===== config.mk =====
export PLATFORM = sky130hd
export DESIGN_NAME = divider
export DESIGN_NICKNAME = d
export VERILOG_FILES = /design/src/rtl/divider.sv
export SDC_FILE = /design/constraint.sdc
export NUM_CORES = 1
export LEC_CHECK = 0
export CORE_MARGIN = 1
export CORE_UTILIZATION = 37
export DETAILED_ROUTE_END_ITERATION = 10
export PLACE_DENSITY = 0.56
export SETUP_SLACK_MARGIN = 0.15
export SYNTH_ARGS = -nofsm -noshare
export SYNTH_HDL_FRONTEND = slang
export SYNTH_SLANG_ARGS = --single-unit

===== constraint.sdc =====
create_clock -name clk -period 10.4 [get_ports clk]
set_input_delay 1.56 -clock clk [delete_from_list [all_inputs] [get_ports clk]]
set_output_delay 1.56 -clock clk [all_outputs]
set_load 0.02 [all_outputs]

===== src/rtl/divider.sv =====
// 32-bit restoring divider: unsigned or signed-floor dividend, unsigned divisor; 32 stall cycles, results in the S==32 cycle.
// The S==0 edge samples the operands and also retires the first quotient bit, so 32 edges produce 32 bits.
module divider (
  input  logic        clk,
  input  logic        rst,
  input  logic        run,
  input  logic        u,
  input  logic [31:0] x,
  input  logic [31:0] y,
  output logic        stall,
  output logic [31:0] quot,
  output logic [31:0] rem
);

  logic [5:0]  s;
  logic [31:0] r;
  logic [31:0] q;
  logic [31:0] dv;
  logic        sgn;
  logic        xs;

  logic        first;
  logic [31:0] xmag;
  logic [31:0] rin;
  logic [31:0] qin;
  logic [31:0] dvin;
  logic [32:0] t;
  logic        neg;

  assign stall = run & (s != 6'd32);

  always_comb begin
    first = (s == 6'd0);
    xmag  = (u & x[31]) ? (~x + 32'd1) : x;
    rin   = first ? 32'd0 : r;
    qin   = first ? xmag  : q;
    dvin  = first ? y     : dv;
    t     = {rin, qin[31]} - {1'b0, dvin};
  end

  always_ff @(posedge clk or posedge rst) begin
    if (rst) begin
      s   <= 6'd0;
      r   <= 32'd0;
      q   <= 32'd0;
      dv  <= 32'd0;
      sgn <= 1'b0;
      xs  <= 1'b0;
    end else if (!run) begin
      s <= 6'd0;
    end else if (s != 6'd32) begin
      s <= s + 6'd1;
      if (first) begin
        dv  <= y;
        sgn <= u;
        xs  <= x[31];
      end
      r <= t[32] ? {rin[30:0], qin[31]} : t[31:0];
      q <= {qin[30:0], ~t[32]};
    end
  end

  // Floor correction for negative dividends; divide-by-zero keeps the raw result.
  always_comb begin
    neg  = sgn & xs & (dv != 32'd0);
    quot = q;
    rem  = r;
    if (neg) begin
      if (r == 32'd0) begin
        quot = ~q + 32'd1;
        rem  = 32'd0;
      end else begin
        quot = ~q;
        rem  = dv - r;
      end
    end
  end

endmodule


==> results of run 1 <==
[final timing paths]
| path | start | to | cells past startpoint |
|---|---|---|---|
| worst min-delay path | r[3]$_DFFE_PP0P_ | r[3]$_DFFE_PP0P_ | 2 |
| max in group asynchronous | rst | q[2]$_DFFE_PP0P_ | 3 |
| worst max-delay path | x[3] | r[10]$_DFFE_PP0P_ | 18 |
| worst min register to register | r[3]$_DFFE_PP0P_ | r[3]$_DFFE_PP0P_ | 2 |
| worst max register to register | s[0]$_DFFE_PP0P_ | r[10]$_DFFE_PP0P_ | 16 |
| min in group asynchronous | rst | q[24]$_DFFE_PP0P_ | 2 |
[per-stage QoR]
stage               cells  worst slack [ps]  util, %  instance area, um^2
floorplan            1289              4985        -                10060
global placement     1707              3236    44.27                11670
detailed placement   1707              3082    44.27                11670
CTS                  1723              3477    45.39                11960
global route         1723              3031    45.39                11960
finish               1723              3475    45.39                11960
[layer usage]
layer | vias to the layer above | share of wire (%)
met4 | 0 | 1.7
li1 | 4866 | -
met5 | - | 0
met1 | 4654 | 48
met2 | 217 | 47
met3 | 32 | 3.2
[power by group]
group	leakage, nW	internal (W)	switching [W]
combinational	3.50	0.000921	0.00126
sequential	1.23	0.000514	0.000144
clock	0.144	0.000171	0.000187
[state kept, by name (all words and copies together) (netlist names)]
signal / flops
sgn: 1
q: 32
xs: 1
s: 6
r: 32
dv: 32
[Yosys cell counts (all sizes together), types with 7 or more instances]
cell type  count  area, um^2
inv           67       251.5
dfrtp        104        2603
o41ai         11       103.9
clkbuf        43       161.4
o21bai         7       52.55
nor4          26       181.4
xor2          56       498.0
nor2b         11       68.82
buf           18       98.85
nand2         96       362.8
o21a          10       75.07
xnor2         54       473.0
o22ai         23       157.7
nor3          35       215.2
a31oi         12       75.07
mux2i         46       460.4
o31ai         12       90.09
o221ai         8       70.07
and2           8       50.05
a211oi        16       120.1
nand2b         9       56.30
nor2         156       585.6
a21oi        148       744.5
a21o          25       187.7
o21ai        102       510.5
or3           11       68.82
ha            67       838.3
nand3         20       100.1
nand4          9       56.30
[logic make-up (layout without fill, tap and decap cells)]
group,after synthesis,after routing,share of synthesized area [%]
muxes,49,49,4.912
xor gates and xnor gates,110,110,9.651
adders and majority gates,69,69,8.730
buffers and inverters,128,227,5.086
AOI/OAI and AO/OA,423,423,26.40
DFF,104,104,25.87
and+or+nand+nor,406,406,19.35
[worst register-to-register path: cells and delay by family (launching register included)]
kind | cells | cell delay [ps]
compound gates | 6 | 1650
xor+xnor | 1 | 520
fa+ha+maj | 2 | 520
buf+inv | 3 | 1320
flops | 1 | 420
mux | 1 | 440
simple gates | 3 | 1090
[cell type report]
| cell class | instances | area, um^2 | share of cell area (%) |
|---|---|---|---|
| clock inverters | 7 | 70.07 | 0.5857 |
| flip-flops and latches | 104 | 2603 | 21.76 |
| well taps | 335 | 419.2 | 3.504 |
| inverters | 67 | 255.2 | 2.134 |
| repair buffers | 144 | 1411 | 11.80 |
| clock buffers | 9 | 225.2 | 1.883 |
| multi-input cells | 1057 | 6979 | 58.34 |
[cell usage in the layout, fill, tap and decap left out, drive strengths merged, types with 6 or more instances in the layout]
cell type	synthesis	routed
a21oi	148	148
xnor2	54	54
xor2	56	56
dfrtp	104	104
nor2b	11	11
mux2i	46	46
o22ai	23	23
nand2b	9	9
and2	8	8
o31ai	12	12
ha	67	67
nand3	20	20
nor2	156	156
a211oi	16	16
clkdlybuf4s50	0	132
o41ai	11	11
o21ai	102	102
and3	6	6
a21o	25	25
nand4	9	9
nand2	96	96
buf	18	12
o21bai	7	7
clkbuf	43	9
inv	67	71
nor3	35	35
o211ai	6	6
a31oi	12	12
o21a	10	10
o221ai	8	8
or3	11	11
nor4	26	26
==> run metrics, run 1 <==
run status complete, no violations; slowest stage delay, CP 580 ps; Pre-antenna DRT Iters 5; fin. max-slew vios 0; area delta synth->final 18.90%; first-pass GRT wire length 52,190 um; Congestion Overflow GR 0; CTS buffer count 9; Hold Fails Final Rpt 0; Antenna Nets Post-Route 0; Root Buffer clkbuf_16; max_cap viols 0; DR vias 9,769; setup repair bufs after CTS 0; Sink Count 104; row count 59; RSZ-0062 raised after global routing false; HP Class reg -> reg; Post-CTS Resized 0; IO buf count 132; GRT busiest layer met2; post-route minimum period 6925 ps; largest net degree at the start of global routing 67; r2r setup slk 4320 ps; clock buffer depth 2; Tcrit/Tclk final 66.58%; GRT Total Usage 23.54%; Total Wirelength 32,650 um; Layout Nets 1,520; # setup viols final 0; Slowest cell on crit path nor3_1; Initial Util 38.18%; initial antenna violation count 1; f_max 0.1444 GHz; synthesized area 10,060 um^2; critical-path cell list clkdlybuf4s50_1, nor4_2, nand3_1, nor3_1, nor3b_2, a31oi_1, ha_1, inv_1, fa_1, a211oi_1, o21ai_1, nand3_1, a2111oi_2, o22ai_4, xor2_4, buf_4, nor3_1, a221o_1; Fill cells 2,651; die area 27,860 um^2; core area 26,350 um^2; layout cells sized above 1 4.323%; kind of critical path in -> reg; met2 Usage GRT 38.75%; initial drt markers 666; worst-path maximum fanout 27; Buf/Inv on CP 3; synthesized flop and latch total 104; worst hold slack 528.8 ps; GPL Wtd Cong 0.8776; DR DRC count 0; vias in the first global route 9,416; dpl hpwl 24,630 um; M3 GR Usage 2.662%; clk_lat worst skew 360 ps; WP data arrival 7170 ps; Worst-Margin Slew 1219 ps; Yosys Warn Count 0; Die Span X 166.9 um; # H-tree levels 3; worst rel slew slack 18.43%; Post-Syn Instances 1,289; top-level I/O count 133; clock-pin slew on the worst setup and hold paths 80 ps; worst-case clock skew 9.734 ps; CP required 10,640 ps; synthesized area per cell 7.805 um^2; diode count 0; Avg WL per Cell 18.95 um; VDD IR-drop max 0.1125 mV; Total Neg Setup Slack 0 ps; Top FF cell, synth dfrtp_1; Synth cell types 77; Die Y-Extent 166.9 um; crit start category input pin; capturing element type of the critical path flop; vias per cell 5.670; PD cells 266.9 nW/um^2; met1 Usage GRT 32.63%; Tot Pwr 0.003193 W; EDFF count, synth 0; hold-fix buffers at CTS 0; Async SR Flop Fraction 100.0%; Crit path max-delay family simple AND/OR/NAND/NOR gates; register area share after synthesis 25.87%; Synth Net Count 1,426; cell leakage power 4.865 nW; CTS tree built
Power figures use the tool's default switching activity.
==> run 2, diff against run 1 <==
--- a/config.mk
+++ b/config.mk
@@ -8,7 +8,7 @@
 export CORE_MARGIN = 1
 export CORE_UTILIZATION = 37
 export DETAILED_ROUTE_END_ITERATION = 10
-export PLACE_DENSITY = 0.56
+export PLACE_DENSITY = 0.59
 export SETUP_SLACK_MARGIN = 0.15
 export SYNTH_ARGS = -nofsm -noshare
 export SYNTH_HDL_FRONTEND = slang
==> constraint.sdc (replaced) <==
create_clock -name clk -period 5.8 [get_ports clk]
set_input_delay 0.87 -clock clk [delete_from_list [all_inputs] [get_ports clk]]
set_output_delay 0.87 -clock clk [all_outputs]
set_load 0.02 [all_outputs]
==> run 2 against run 1 <==
Net effect: design area up 0.84%; sequential power up 78%; combinational power up 82%; clock power up 81%; wire length up 0.33%; worst setup slack worse by 3100 ps; sequential cell count unchanged; clock skew up 0.86 ps; cell count up 0.52%; critical path depth down 5; first-iteration DRC count up 15%; largest power group unchanged; highest routed layer is now met5.
==> run metrics, run 2 (synthesis gave the netlist of run 1 again) <==
run status complete, no violations; f_max 0.1857 GHz; Antenna Nets Post-Route 0; Pre-antenna DRT Iters 6; fin cells 1,732; source of the worst register-to-register timing path s[0]$_DFFE_PP0P_; Worst R2R End r[26]$_DFFE_PP0P_; initial drt markers 765; fin. max-slew vios 0; max_cap viols 0; Die Span X 166.9 um; row count 59; Worst Slack Setup Final 416.1 ps; most common cell after layout, fill and taps aside nor2_1; cell leakage power 4.922 nW; critical-path cell list inv_1, ha_1, fa_1, nor2b_1, o31a_1, and2_1, o21ai_1, and2_1, o31ai_1, a21boi_0, xor2_1, o31ai_1, clkdlybuf4s50_1; CP required 4930 ps; die area 27,860 um^2; core area 26,350 um^2; IO buf count 132; Congestion Overflow GR 0; clk_lat worst skew 370 ps; worst-case clock skew 10.60 ps; Sink Count 104; capturing element type of the critical path output port; DR DRC count 0; top-level I/O count 133; initial antenna violation count 2; met2 WL 14,970 um; GPL Wtd Cong 0.8980; layout cells sized above 1 4.871%; Die Y-Extent 166.9 um; post-place setup slack 60.13 ps; clock buffer depth 2; Core Util, Final 45.77%; VDD IR-drop max 0.2846 mV; vias in the first global route 9,391; Initial Util 38.18%; Worst-Margin Slew 1010 ps; placed insts 1,715; setup repair bufs after CTS 0; met3 WL 1584 um; largest registers dv (32), q (32), r (32); commonest cells after routing, fill and taps aside 155 x nor2_1, 147 x a21oi_1, 132 x clkdlybuf4s50_1; Layout Nets 1,528; # setup viols final 0; DR vias 9,966; PD cells 479.1 nW/um^2; Top Layer Used met5; largest net degree at the start of global routing 76; slowest stage delay, CP 680 ps; Total Neg Setup Slack 0 ps; Worst Setup SP dv[0]$_DFFE_PP0P_; worst rel slew slack 32.67%; # H-tree levels 3; WP data arrival 4510 ps; CTS tree built; Avg WL per Cell 18.91 um; dpl hpwl 24,610 um; CTS buffer count 9; Met1 Wirelength 15,380 um; clock-pin slew on the worst setup and hold paths 90 ps; vias per cell 5.754; first-pass GRT wire length 52,160 um; GRT Total Usage 23.48%; post-route minimum period 5384 ps; HP Class reg -> reg; r2r setup slk 1000 ps; Root Buffer clkbuf_16; kind of critical path reg -> out; Slowest cell on crit path clkdlybuf4s50_1; RSZ-0062 raised after global routing true; crit start category flop; area delta synth->final 19.90%; worst-path maximum fanout 4; Tcrit/Tclk final 92.83%; FF-to-FF path depth 17; Worst Setup EP rem[26]; Hold Fails Final Rpt 0; Total Wirelength 32,750 um
[run 2: changes by cell type in the layout (fill, tap and decap cells not counted), sizes merged]
| cell | previous run | this run |
|---|---|---|
| buf | 12 | 20 |
| clkinvlp | 1 | 0 |
| diode | 0 | 1 |
| inv | 71 | 72 |
[run 2: power by group]
group / switching (W) / internal (W) / leakage, nW
Combinational: 0.00227 / 0.00169 / 3.55
Sequential: 0.000251 / 0.000921 / 1.23
Clock: 0.000338 / 0.000312 / 0.151
[run 2: layout make-up]
type                       instances  area (um^2)
antenna                            1        2.502
clock buffer                       9        225.2
clock inverter                     7        78.83
fill                            2657        14290
inverter                          67        255.2
multi-input combinational       1057         6979
sequential                       104         2603
tap                              335        419.2
timing repair buffer             152         1500
[run 2: how the worst min path moves through the flow]
stage	startpoint	cells past startpoint	end
6_report	r[4]$_DFFE_PP0P_	2	r[4]$_DFFE_PP0P_
4_1_cts	r[4]$_DFFE_PP0P_	2	r[4]$_DFFE_PP0P_
5_1_grt	r[13]$_DFFE_PP0P_	2	r[13]$_DFFE_PP0P_
3_3_place_gp	r[4]$_DFFE_PP0P_	2	r[4]$_DFFE_PP0P_
2_1_floorplan	r[13]$_DFFE_PP0P_	2	r[13]$_DFFE_PP0P_
3_5_place_dp	r[13]$_DFFE_PP0P_	2	r[13]$_DFFE_PP0P_
[run 2: worst max-delay path, delay by kind of cell (launching register included)]
family | cells | cell delay (ps)
DFF | 1 | 360
xor gates and xnor gates | 1 | 180
adders and majority gates | 2 | 600
and+or+nand+nor | 3 | 670
AOI/OAI and AO/OA | 5 | 1580
buffers and inverters | 2 | 750
[run 2: per-layer routing]
metal,track usage [%],up-vias
li1,-,4904
met1,32.68,4715
met2,37.29,296
met3,3.113,49
met4,7.890,2
met5,0,-
[run 2: metrics by stage]
stage          hold slack, ps  power [W]  area [um^2]
2_1_floorplan           477.7   0.003789        10060
3_3_place_gp            502.9   0.005067        11750
3_5_place_dp            514.0   0.005092        11750
4_1_cts                 533.8   0.005772        12060
5_1_grt                 579.9   0.006203        12060
6_report                531.0   0.005779        12060
[run 2: timing repair]
item | CTS | global route
setup endpoints to repair | 0 | 1
hold buffers | 0 | 0
resized for setup | 0 | 1
